File: src/rtl/fetch_buffer.sv
// Dual-issue fetch queue: splits fetch groups into single-instruction entries and issues up to two per cycle.
// Optional same-cycle input-to-output bypass when empty: define FETCH_BUF_BYPASS_EN.
module fetch_buffer #(
  parameter int DEPTH = 8
) (
  input  logic        clk,
  input  logic        rstn,
  input  logic        flush,
  input  logic        in_valid,
  output logic        in_ready,
  input  logic [31:0] in_pc,
  input  logic [31:0] in_inst0,
  input  logic [31:0] in_inst1,
  input  logic [6:0]  in_exception,
  input  logic [1:0]  in_excp_flag,
  input  logic [31:0] in_badv,
  output logic [1:0]  out_valid,
  output logic [31:0] out_pc0,
  output logic [31:0] out_pc1,
  output logic [31:0] out_inst0,
  output logic [31:0] out_inst1,
  output logic [6:0]  out_exception0,
  output logic [6:0]  out_exception1,
  output logic [1:0]  out_excp_flag0,
  output logic [1:0]  out_excp_flag1,
  output logic [31:0] out_badv0,
  output logic [31:0] out_badv1,
  input  logic [1:0]  out_accept
);

  localparam int AW = $clog2(DEPTH);
  localparam int CW = AW + 1;

  typedef struct packed {
    logic [31:0] pc;
    logic [31:0] inst;
    logic [6:0]  exc;
    logic [1:0]  flag;
    logic [31:0] badv;
  } entry_t;

  logic [AW-1:0] r_head;
  logic [AW-1:0] r_tail;
  logic [CW-1:0] r_count;

  entry_t [DEPTH-1:0] w_mem;

  logic [AW-1:0] w_head1;
  logic [AW-1:0] w_tail1;
  entry_t        w_st0;
  entry_t        w_st1;
  logic [1:0]    w_st_valid;

  entry_t        w_grp0;
  entry_t        w_grp1;
  logic [1:0]    w_grp_n;

  entry_t        w_out0;
  entry_t        w_out1;
  logic [1:0]    w_out_valid;

  logic          w_push;
  logic [1:0]    w_take;
  logic [1:0]    w_pop_n;
  logic [1:0]    w_head_adv;
  logic [1:0]    w_wr_n;
  entry_t        w_wr0;
  entry_t        w_wr1;

  // Split the incoming group; a fault or a filler slot 0 leaves a single entry.
  always_comb begin
    w_grp0      = '0;
    w_grp1      = '0;
    w_grp_n     = 2'd0;
    w_grp0.pc   = in_pc;
    w_grp0.flag = in_excp_flag;
    w_grp0.badv = in_badv;
    w_grp1.pc   = in_pc + 32'd4;
    w_grp1.flag = in_excp_flag;
    w_grp1.badv = in_badv;
    if (in_exception != 7'd0) begin
      w_grp0.exc  = in_exception;
      w_grp0.inst = 32'd0;
      w_grp_n     = 2'd1;
    end else if (in_pc[2]) begin
      w_grp0.inst = in_inst1;
      w_grp_n     = 2'd1;
    end else begin
      w_grp0.inst = in_inst0;
      w_grp1.inst = in_inst1;
      w_grp_n     = 2'd2;
    end
  end

  assign in_ready = (r_count <= CW'(DEPTH - 2));
  assign w_push   = in_valid && in_ready && !flush;

  assign w_head1 = r_head + AW'(1);
  assign w_tail1 = r_tail + AW'(1);
  assign w_st0   = w_mem[r_head];
  assign w_st1   = w_mem[w_head1];

  assign w_st_valid[0] = (r_count != '0);
  assign w_st_valid[1] = (r_count >= CW'(2)) && (w_st0.exc == 7'd0);

`ifdef FETCH_BUF_BYPASS_EN
  logic w_byp;
  assign w_byp = (r_count == '0) && in_valid && !flush;

  always_comb begin
    w_out0      = w_st0;
    w_out1      = w_st1;
    w_out_valid = w_st_valid;
    if (w_byp) begin
      w_out0      = w_grp0;
      w_out1      = w_grp1;
      w_out_valid = {(w_grp_n == 2'd2), 1'b1};
    end
  end
`else
  always_comb begin
    w_out0      = w_st0;
    w_out1      = w_st1;
    w_out_valid = w_st_valid;
  end
`endif

  assign w_take  = out_accept & w_out_valid;
  assign w_pop_n = {1'b0, w_take[0]} + {1'b0, w_take[1]};

  // Decide which entries land in storage; bypassed-and-accepted entries are skipped.
  always_comb begin
    w_wr0      = w_grp0;
    w_wr1      = w_grp1;
    w_wr_n     = w_push ? w_grp_n : 2'd0;
    w_head_adv = w_pop_n;
`ifdef FETCH_BUF_BYPASS_EN
    if (w_byp) begin
      w_head_adv = 2'd0;
      w_wr_n     = w_grp_n - w_pop_n;
      if (w_pop_n == 2'd1) begin
        w_wr0 = w_grp1;
      end
    end
`endif
  end

  always_ff @(posedge clk or negedge rstn) begin
    if (!rstn) begin
      r_head  <= '0;
      r_tail  <= '0;
      r_count <= '0;
    end else if (flush) begin
      r_head  <= '0;
      r_tail  <= '0;
      r_count <= '0;
    end else begin
      r_head  <= r_head + AW'(w_head_adv);
      r_tail  <= r_tail + AW'(w_wr_n);
      r_count <= r_count + CW'(w_wr_n) - CW'(w_head_adv);
    end
  end

  // Per-entry storage; the second entry of a pair goes to tail+1, wrapping to 0.
  for (genvar gi = 0; gi < DEPTH; gi++) begin : g_mem
    entry_t r_ent;
    logic   w_we0;
    logic   w_we1;

    assign w_we0 = (w_wr_n != 2'd0) && (r_tail == AW'(gi));
    assign w_we1 = (w_wr_n == 2'd2) && (w_tail1 == AW'(gi));

    always_ff @(posedge clk or negedge rstn) begin
      if (!rstn) begin
        r_ent <= '0;
      end else if (w_we0) begin
        r_ent <= w_wr0;
      end else if (w_we1) begin
        r_ent <= w_wr1;
      end
    end

    assign w_mem[gi] = r_ent;
  end

  assign out_valid      = w_out_valid;
  assign out_pc0        = w_out0.pc;
  assign out_pc1        = w_out1.pc;
  assign out_inst0      = w_out0.inst;
  assign out_inst1      = w_out1.inst;
  assign out_exception0 = w_out0.exc;
  assign out_exception1 = w_out1.exc;
  assign out_excp_flag0 = w_out0.flag;
  assign out_excp_flag1 = w_out1.flag;
  assign out_badv0      = w_out0.badv;
  assign out_badv1      = w_out1.badv;

endmodule
File: config.mk
export PLATFORM = sky130hd
export DESIGN_NAME = fetch_buffer
export DESIGN_NICKNAME = d
export VERILOG_FILES = /design/src/rtl/fetch_buffer.sv
export SDC_FILE = /design/constraint.sdc
export NUM_CORES = 2
export LEC_CHECK = 0
export CAP_MARGIN = 10
export CELL_PAD_IN_SITES_DETAIL_PLACEMENT = 0
export CELL_PAD_IN_SITES_GLOBAL_PLACEMENT = 1
export CORE_ASPECT_RATIO = 0.7
export CORE_MARGIN = 3
export CORE_UTILIZATION = 30
export DETAILED_ROUTE_END_ITERATION = 16
export PLACE_DENSITY_LB_ADDON = 0.1
export SYNTH_ARGS = -nofsm -noshare
export SYNTH_HDL_FRONTEND = slang
export SYNTH_SLANG_ARGS = --single-unit
File: constraint.sdc
create_clock -name clk -period 3.3 [get_ports clk]
set_input_delay 0.495 -clock clk [delete_from_list [all_inputs] [get_ports clk]]
set_output_delay 0.495 -clock clk [all_outputs]
set_load 0.05 [all_outputs]
## Word-level counts from Yosys, hierarchy flattened

Cells that the tools add are included.

| cells by class | value |
|---|---|
| add/subtract/negate cells | 8 |
| $mul | 0 |
| div/mod/pow operators | 0 |
| $lt $le $gt $ge | 4 |
| eq/ne operators | 15 |
| shifts and indexed selects | 0 |
| muxes and demuxes | 31 |
| bitwise gates (word level) | 1 |
| reduce and logical (&&, ||, !) cells | 34 |

Operators by type and width:

| operator | number |
|---|---|
| 105-bit two-way mux | 18 |
| 105-bit binary-select mux with 3-bit select | 2 |
| 32-bit two-way mux | 4 |
| 32-bit by 3-bit adder with 32-bit output (second input constant) | 1 |
| 3-bit equality test (second input constant) | 8 |
| 1-bit logical AND | 19 |
| 2-bit nonzero test | 9 |
| 3-bit by 2-bit equality test with 1-bit output (second input constant) | 4 |
| 3-bit by 4-bit < comparator with 1-bit output (second input constant) | 2 |
| 7-bit zero test | 1 |
| 7-bit two-way mux | 1 |
| 7-bit nonzero test | 1 |
| 3-bit by 1-bit adder with 3-bit output (second input constant) | 2 |
| 3-bit by 2-bit adder with 3-bit output | 2 |
| 3-bit by 1-bit equality test with 1-bit output (second input constant) | 2 |
| 3-bit zero test | 2 |
| 2-bit two-way mux | 3 |
| 3-bit two-way mux | 2 |
| 4-bit by 2-bit adder with 4-bit output | 1 |
| 4-bit by 2-bit greater-or-equal comparator with 1-bit output (second input constant) | 1 |
| 4-bit by 3-bit less-or-equal comparator with 1-bit output (second input constant) | 1 |
| 4-bit two-way mux | 1 |
| 4-bit nonzero test | 1 |
| 4-bit by 2-bit subtractor with 4-bit output | 1 |
| other kinds (4) | 4 |

| storage, ports and cells | value |
|---|---|
| bits in registers | 850 |
| latch bits | 0 |
| memory bits (writable) | 0 |
| memory bits (read-only) | 0 |
| input port bits | 143 |
| output and inout port bits | 213 |
| word-level logic and storage cells | 136 |
| memories | 0 |

## Logic depth before layout (Yosys ltp)

| depth | value |
|---|---|
| depth after elaboration | 8 |
| mapped depth | 15 |
| mapped depth without buffers | 14 |

## Worst setup path before layout

Ideal clock, no wire load.

| path | value |
|---|---|
| path type | register to register |
| start | register r_head[0] |
| end | register r_count[2] |
| library setup time | 0.132 ns |
| arrival time | 4.811 ns |
| path slack | -1.643 ns |
| cell stages (with the launch flop) | 14 |
| buffers on the path | 3 |
| period minus slack after synthesis | 4.943 ns |
| cell sequence | dfrtp_1 -> clkbuf_1 -> clkbuf_1 -> buf_1 -> mux4_2 -> nor4_1 -> and2_1 -> ha_1 -> ha_1 -> inv_1 -> ha_1 -> fa_1 -> xnor2_1 -> nor2_1 |

| on the way | value |
|---|---|
| longest elaborated chain between the ends | 8 |

RTL lines:

| item | RTL line | text |
|---|---|---|
| start, declared | 42 | `logic [AW-1:0] r_head;` |
| start signal, assigned | 158 | `r_head <= r_head + AW'(w_head_adv);` |
| 105-bit binary-select mux with 3-bit select | 100 | `assign w_st0 = w_mem[r_head];` |
| 105-bit two-way mux (implied by the code) | 100 |  |
| 7-bit zero test | 104 | `assign w_st_valid[1] = (r_count >= CW'(2)) && (w_st0.exc == 7'd0);` |
| 1-bit logical AND | 104 |  |
| via out_valid[1] | 17 | `output logic [1:0] out_valid,` |
| 2-bit bitwise AND | 128 | `assign w_take = out_accept & w_out_valid;` |
| 1-bit by 1-bit adder with 2-bit output | 129 | `assign w_pop_n = {1'b0, w_take[0]} + {1'b0, w_take[1]};` |
| 4-bit by 2-bit subtractor with 4-bit output | 160 | `r_count <= r_count + CW'(w_wr_n) - CW'(w_head_adv);` |
| 4-bit two-way mux | 153 | `end else if (flush) begin` |
| end signal, assigned | 160 |  |
| end, declared | 44 | `logic [CW-1:0] r_count;` |

The timed path passes the listed nets, and every way through them passes these cells. The select of a mux whose other input is x is not followed.
A chain may end at the register's enable or synchronous reset.

## Final worst setup path

| path | value |
|---|---|
| start | register r_head[1] |
| end | output port out_exception1[6] |

| on the way | value |
|---|---|
| longest elaborated chain between the ends | 3 |

RTL lines:

| item | RTL line | text |
|---|---|---|
| 3-bit by 1-bit adder with 3-bit output | 98 | `assign w_head1 = r_head + AW'(1);` |
| 105-bit binary-select mux with 3-bit select | 101 | `assign w_st1 = w_mem[w_head1];` |
| 105-bit two-way mux (implied by the code) | 101 |  |
| end, declared | 23 | `output logic [6:0] out_exception1,` |

No other way between the ends. The select of a mux whose other input is x is not followed.

==> results.py <==
metrics = {
    "setup_path": {
        "cp-end-kind": "output pin",
        "path_buf_inv": 6,
        "crit_type": "reg -> out",
        "worstPathCellList": "buf_8, buf_12, ha_4, buf_12, buf_16, buf_12, mux4_2, mux2_4, buf_12",
        "slowest_stage": "mux4_2",
        "cp_max_fo": 8,
        "max_stage_delay_ns": 0.51,
        "required_ns": 2.80,
        "arrival_ns": 3.16,
        "start_kind": "flip-flop",
        "crit_family": "buffers and inverters",
        "critPathMostFrequentCell": "buf_12",
    },
    "synthesis": {
        "syn_avg_cell_area_um2": 12.2,
        "synthCells": 3948,
        "synth.top_cell.area_share_pct": 44.3,
        "synth.area.top_cells": "dfrtp_1 (44%), mux4_2 (19%), mux2_2 (11%), nand2_1 (5.7%), o221ai_1 (3.2%)",
        "synthFlopType": "dfrtp_1",
        "netlist_area_um2": 48000,
        "async_reset_ff_share_pct": 100,
        "synth_edf_count": 0,
        "ys_seq_elements": 850,
        "ys_seq_area_share_pct": 44.3,
        "synth_nets": 4108,
        "synth_top_cell_by_area": "dfrtp_1",
        "ys_warn_count": 0,
        "synth_cell_types": 71,
    },
    "pwr": {
        "leakage_nw": 27.1,
        "switching_power_mw": 20.1,
        "clockPowerShare_pct": 23.6,
        "ir_worst_vdd_v": 0.000584,
        "powerDensity_nw_per_um2": 811,
        "switching_share_pct": 38.4,
        "internal-power_mw": 32.2,
        "comb_power_share_pct": 51.5,
        "seqPwrFrac_pct": 25.0,
        "p_total_mw": 52.3,
    },
    "final_layout": {
        "final_nets": 4675,
        "layoutNonFillerInstCount": 6701,
        "drive_gt1_share_pct": 39.4,
        "multi_input_area_um2": 26200,
        "area_growth_pct": 34.3,
        "seqCellArea_um2": 21300,
        "fin_util_pct": 40.7,
        "final_common_cell": "dfrtp_1",
        "nFillCells": 15100,
        "layout_common_cells": "dfrtp_1 (847), nand2_1 (723), mux4_2 (412)",
    },
    "flow_run": {
        "max-cap-violations": 0,
    },
    "global_routing": {
        "grt_start_max_net_pins": 78,
        "antenna_found_initial": 4,
        "overflow": 0,
        "grt_use_total_pct": 25.4,
        "grt_pass1_wl_um": 307000,
        "grt_pass1_vias": 39600,
    },
    "sta": {
        "finalSetupViolCount": 174,
        "worstMarginPinSlew_ns": 1.04,
        "period_share_pct": 111,
        "hold_viol_final": 0,
        "slew_viol_final": 0,
        "fin_crit_ns": 3.65,
        "tns_ns": -37.75,
        "clock.fmax_mhz": 274,
        "relSlewSlack_pct": 31.0,
        "skew_ns": 0.0239,
        "rsz0062_at_grt": "yes",
        "setup_slack_ns": -0.351,
    },
    "die": {
        "io_pins": 356,
        "num_rows": 122,
        "core_area_um2": 158000,
        "die_y_um": 341,
        "start_util_pct": 30.3,
        "die_width_um": 484,
        "die_area_um2": 165000,
    },
    "clocking": {
        "cts_tree": "done",
        "cts_max_path_buffers": 3,
        "htreeDepth": 3,
        "root_buffer": "clkbuf_16",
        "clk_latency_ns": 0.74,
        "clock-sinks": 850,
        "clkTransAtPathRegs_ns": 0.06,
        "cts_buffers": 97,
    },
    "routing": {
        "wl_per_cell_um": 32.0,
        "postRouteAntennaNets": 0,
        "drcViolationCount": 0,
        "vias": 39300,
        "finalWirelength_um": 214000,
        "via_per_inst": 5.86,
        "dr.pass1.iters": 5,
        "drt_iter0_drc": 3666,
    },
    "place": {
        "io_buffers": 355,
        "dp_cells": 6400,
        "place_congestion": 0.805,
        "hpwl_um": 125000,
    },
    "run_status": {
        "status": "finished, violations left",
        "failed_checks": "setup timing",
    },
    "min_path": {
        "hold_class": "in -> reg",
    },
}
power groups by stage:
stage               registers (mW)  clock network [mW]  logic [mW]
floorplan                     12.7                   0        14.5
global placement              13.2                   0        21.0
detailed placement            13.2                   0        21.0
CTS                           13.0                12.6        25.0
global route                  13.2                13.0        28.0
finish                        13.1                12.3        26.9
layer usage:
metal / part of all wire, % / vias up / routed length [um] / track usage [%]
met4: 2.1 / 2 / 4440 / 4.90
met3: 6.1 / 252 / 13100 / 4.84
li1: - / 16400 / - / -
met5: 0.0061 / - / 13 / 0
met1: 46 / 21200 / 99400 / 37.5
met2: 45 / 1466 / 97200 / 38.8
registers in the layout, indices dropped and copies added, names as in the netlist:
signal,flops
g_mem.r_ent,840
r_count,4
r_head,3
r_tail,3
path summary, 6_finish.rpt:
kind | start | end | slack, ns | cells after the start
max reg2reg | r_head[1]$_DFF_PN0_ | r_count[3]$_DFF_PN0_ | -0.22 | 16
max in group asynchronous | rstn | g_mem[2].r_ent[82]$_DFFE_PN0P_ | 1.79 | 4
min reg2reg | g_mem[3].r_ent[80]$_DFFE_PN0P_ | g_mem[3].r_ent[80]$_DFFE_PN0P_ | 0.49 | 2
min in group asynchronous | rstn | g_mem[5].r_ent[88]$_DFFE_PN0P_ | 0.41 | 2
max | r_head[1]$_DFF_PN0_ | out_exception1[6] | -0.35 | 9
min | in_inst1[3] | g_mem[3].r_ent[44]$_DFFE_PN0P_ | 0.39 | 3
repair_timing:
action                                  in CTS  in global routing
endpoints found under the setup margin     208                194
pin swaps                                    2                  2
hold endpoints to repair                    33                  0
resized for setup                          381                265
hold buffers                                 1                  0
cloned                                      34                 19
buffers inserted                            49                 41
final cells by class:
cell class / instances / share of cell area, %
Multi-Input combinational cell: 2691 / 40.6
Sequential cell: 850 / 33.0
Timing Repair Buffer: 845 / 16.7
Clock buffer: 137 / 4.39
Tap cell: 2108 / 4.09
Clock inverter: 38 / 1.08
Inverter: 30 / 0.175
Antenna cell: 2 / 0.00776
cell families (layout without fill, tap and decap cells):
group	count (synthesis)	count (layout)	share of synthesized area (%)
muxes	880	880	30.3
adders and majority gates	17	17	0.506
AOI/OAI and AO/OA	741	741	11.7
xor gates and xnor gates	23	23	0.420
other	0	2	0
buffers and inverters	407	1050	3.53
DFF	850	850	44.3
and+or+nand+nor	1030	1030	9.28
cells in the mapped netlist, types with 5 or more instances:
cell / n
a211oi_1: 16
a21o_1: 8
a21oi_1: 86
a221o_1: 30
a221oi_1: 32
a222oi_1: 12
a22o_1: 62
a22oi_1: 86
and2_1: 9
buf_1: 47
buf_2: 93
buf_4: 5
clkbuf_1: 228
dfrtp_1: 850
ha_1: 13
inv_1: 28
mux2_2: 449
mux2i_1: 19
mux4_2: 412
nand2_1: 723
nand2b_1: 7
nand3_1: 52
nand4_1: 20
nand4_2: 5
nor2_1: 120
nor2b_1: 25
nor3_1: 10
nor4_1: 12
nor4_2: 13
o211ai_1: 58
o21a_1: 14
o21ai_0: 79
o21ai_1: 15
o221ai_1: 176
o22ai_1: 7
o2bb2ai_1: 33
or3_1: 6
xnor2_1: 11
xor2_1: 12
tightest hold or removal path: cells and delay by family:
family | cells | cell delay, ns
buffers and inverters | 1 | 0.43
and+or+nand+nor | 1 | 0.09
AOI/OAI and AO/OA | 1 | 0.07
through the flow:
stage,hold WS [ns],area [um2],setup WS [ns]
final,0.387,64500,-0.351
after global routing,0.360,64500,-0.446
after CTS,0.307,62900,-0.430
after detailed placement,0.480,56600,-0.0365
after global placement,0.476,56600,-0.0320
after floorplan,0.199,48100,-0.326
No activity file was read; power rests on OpenSTA's default activity.
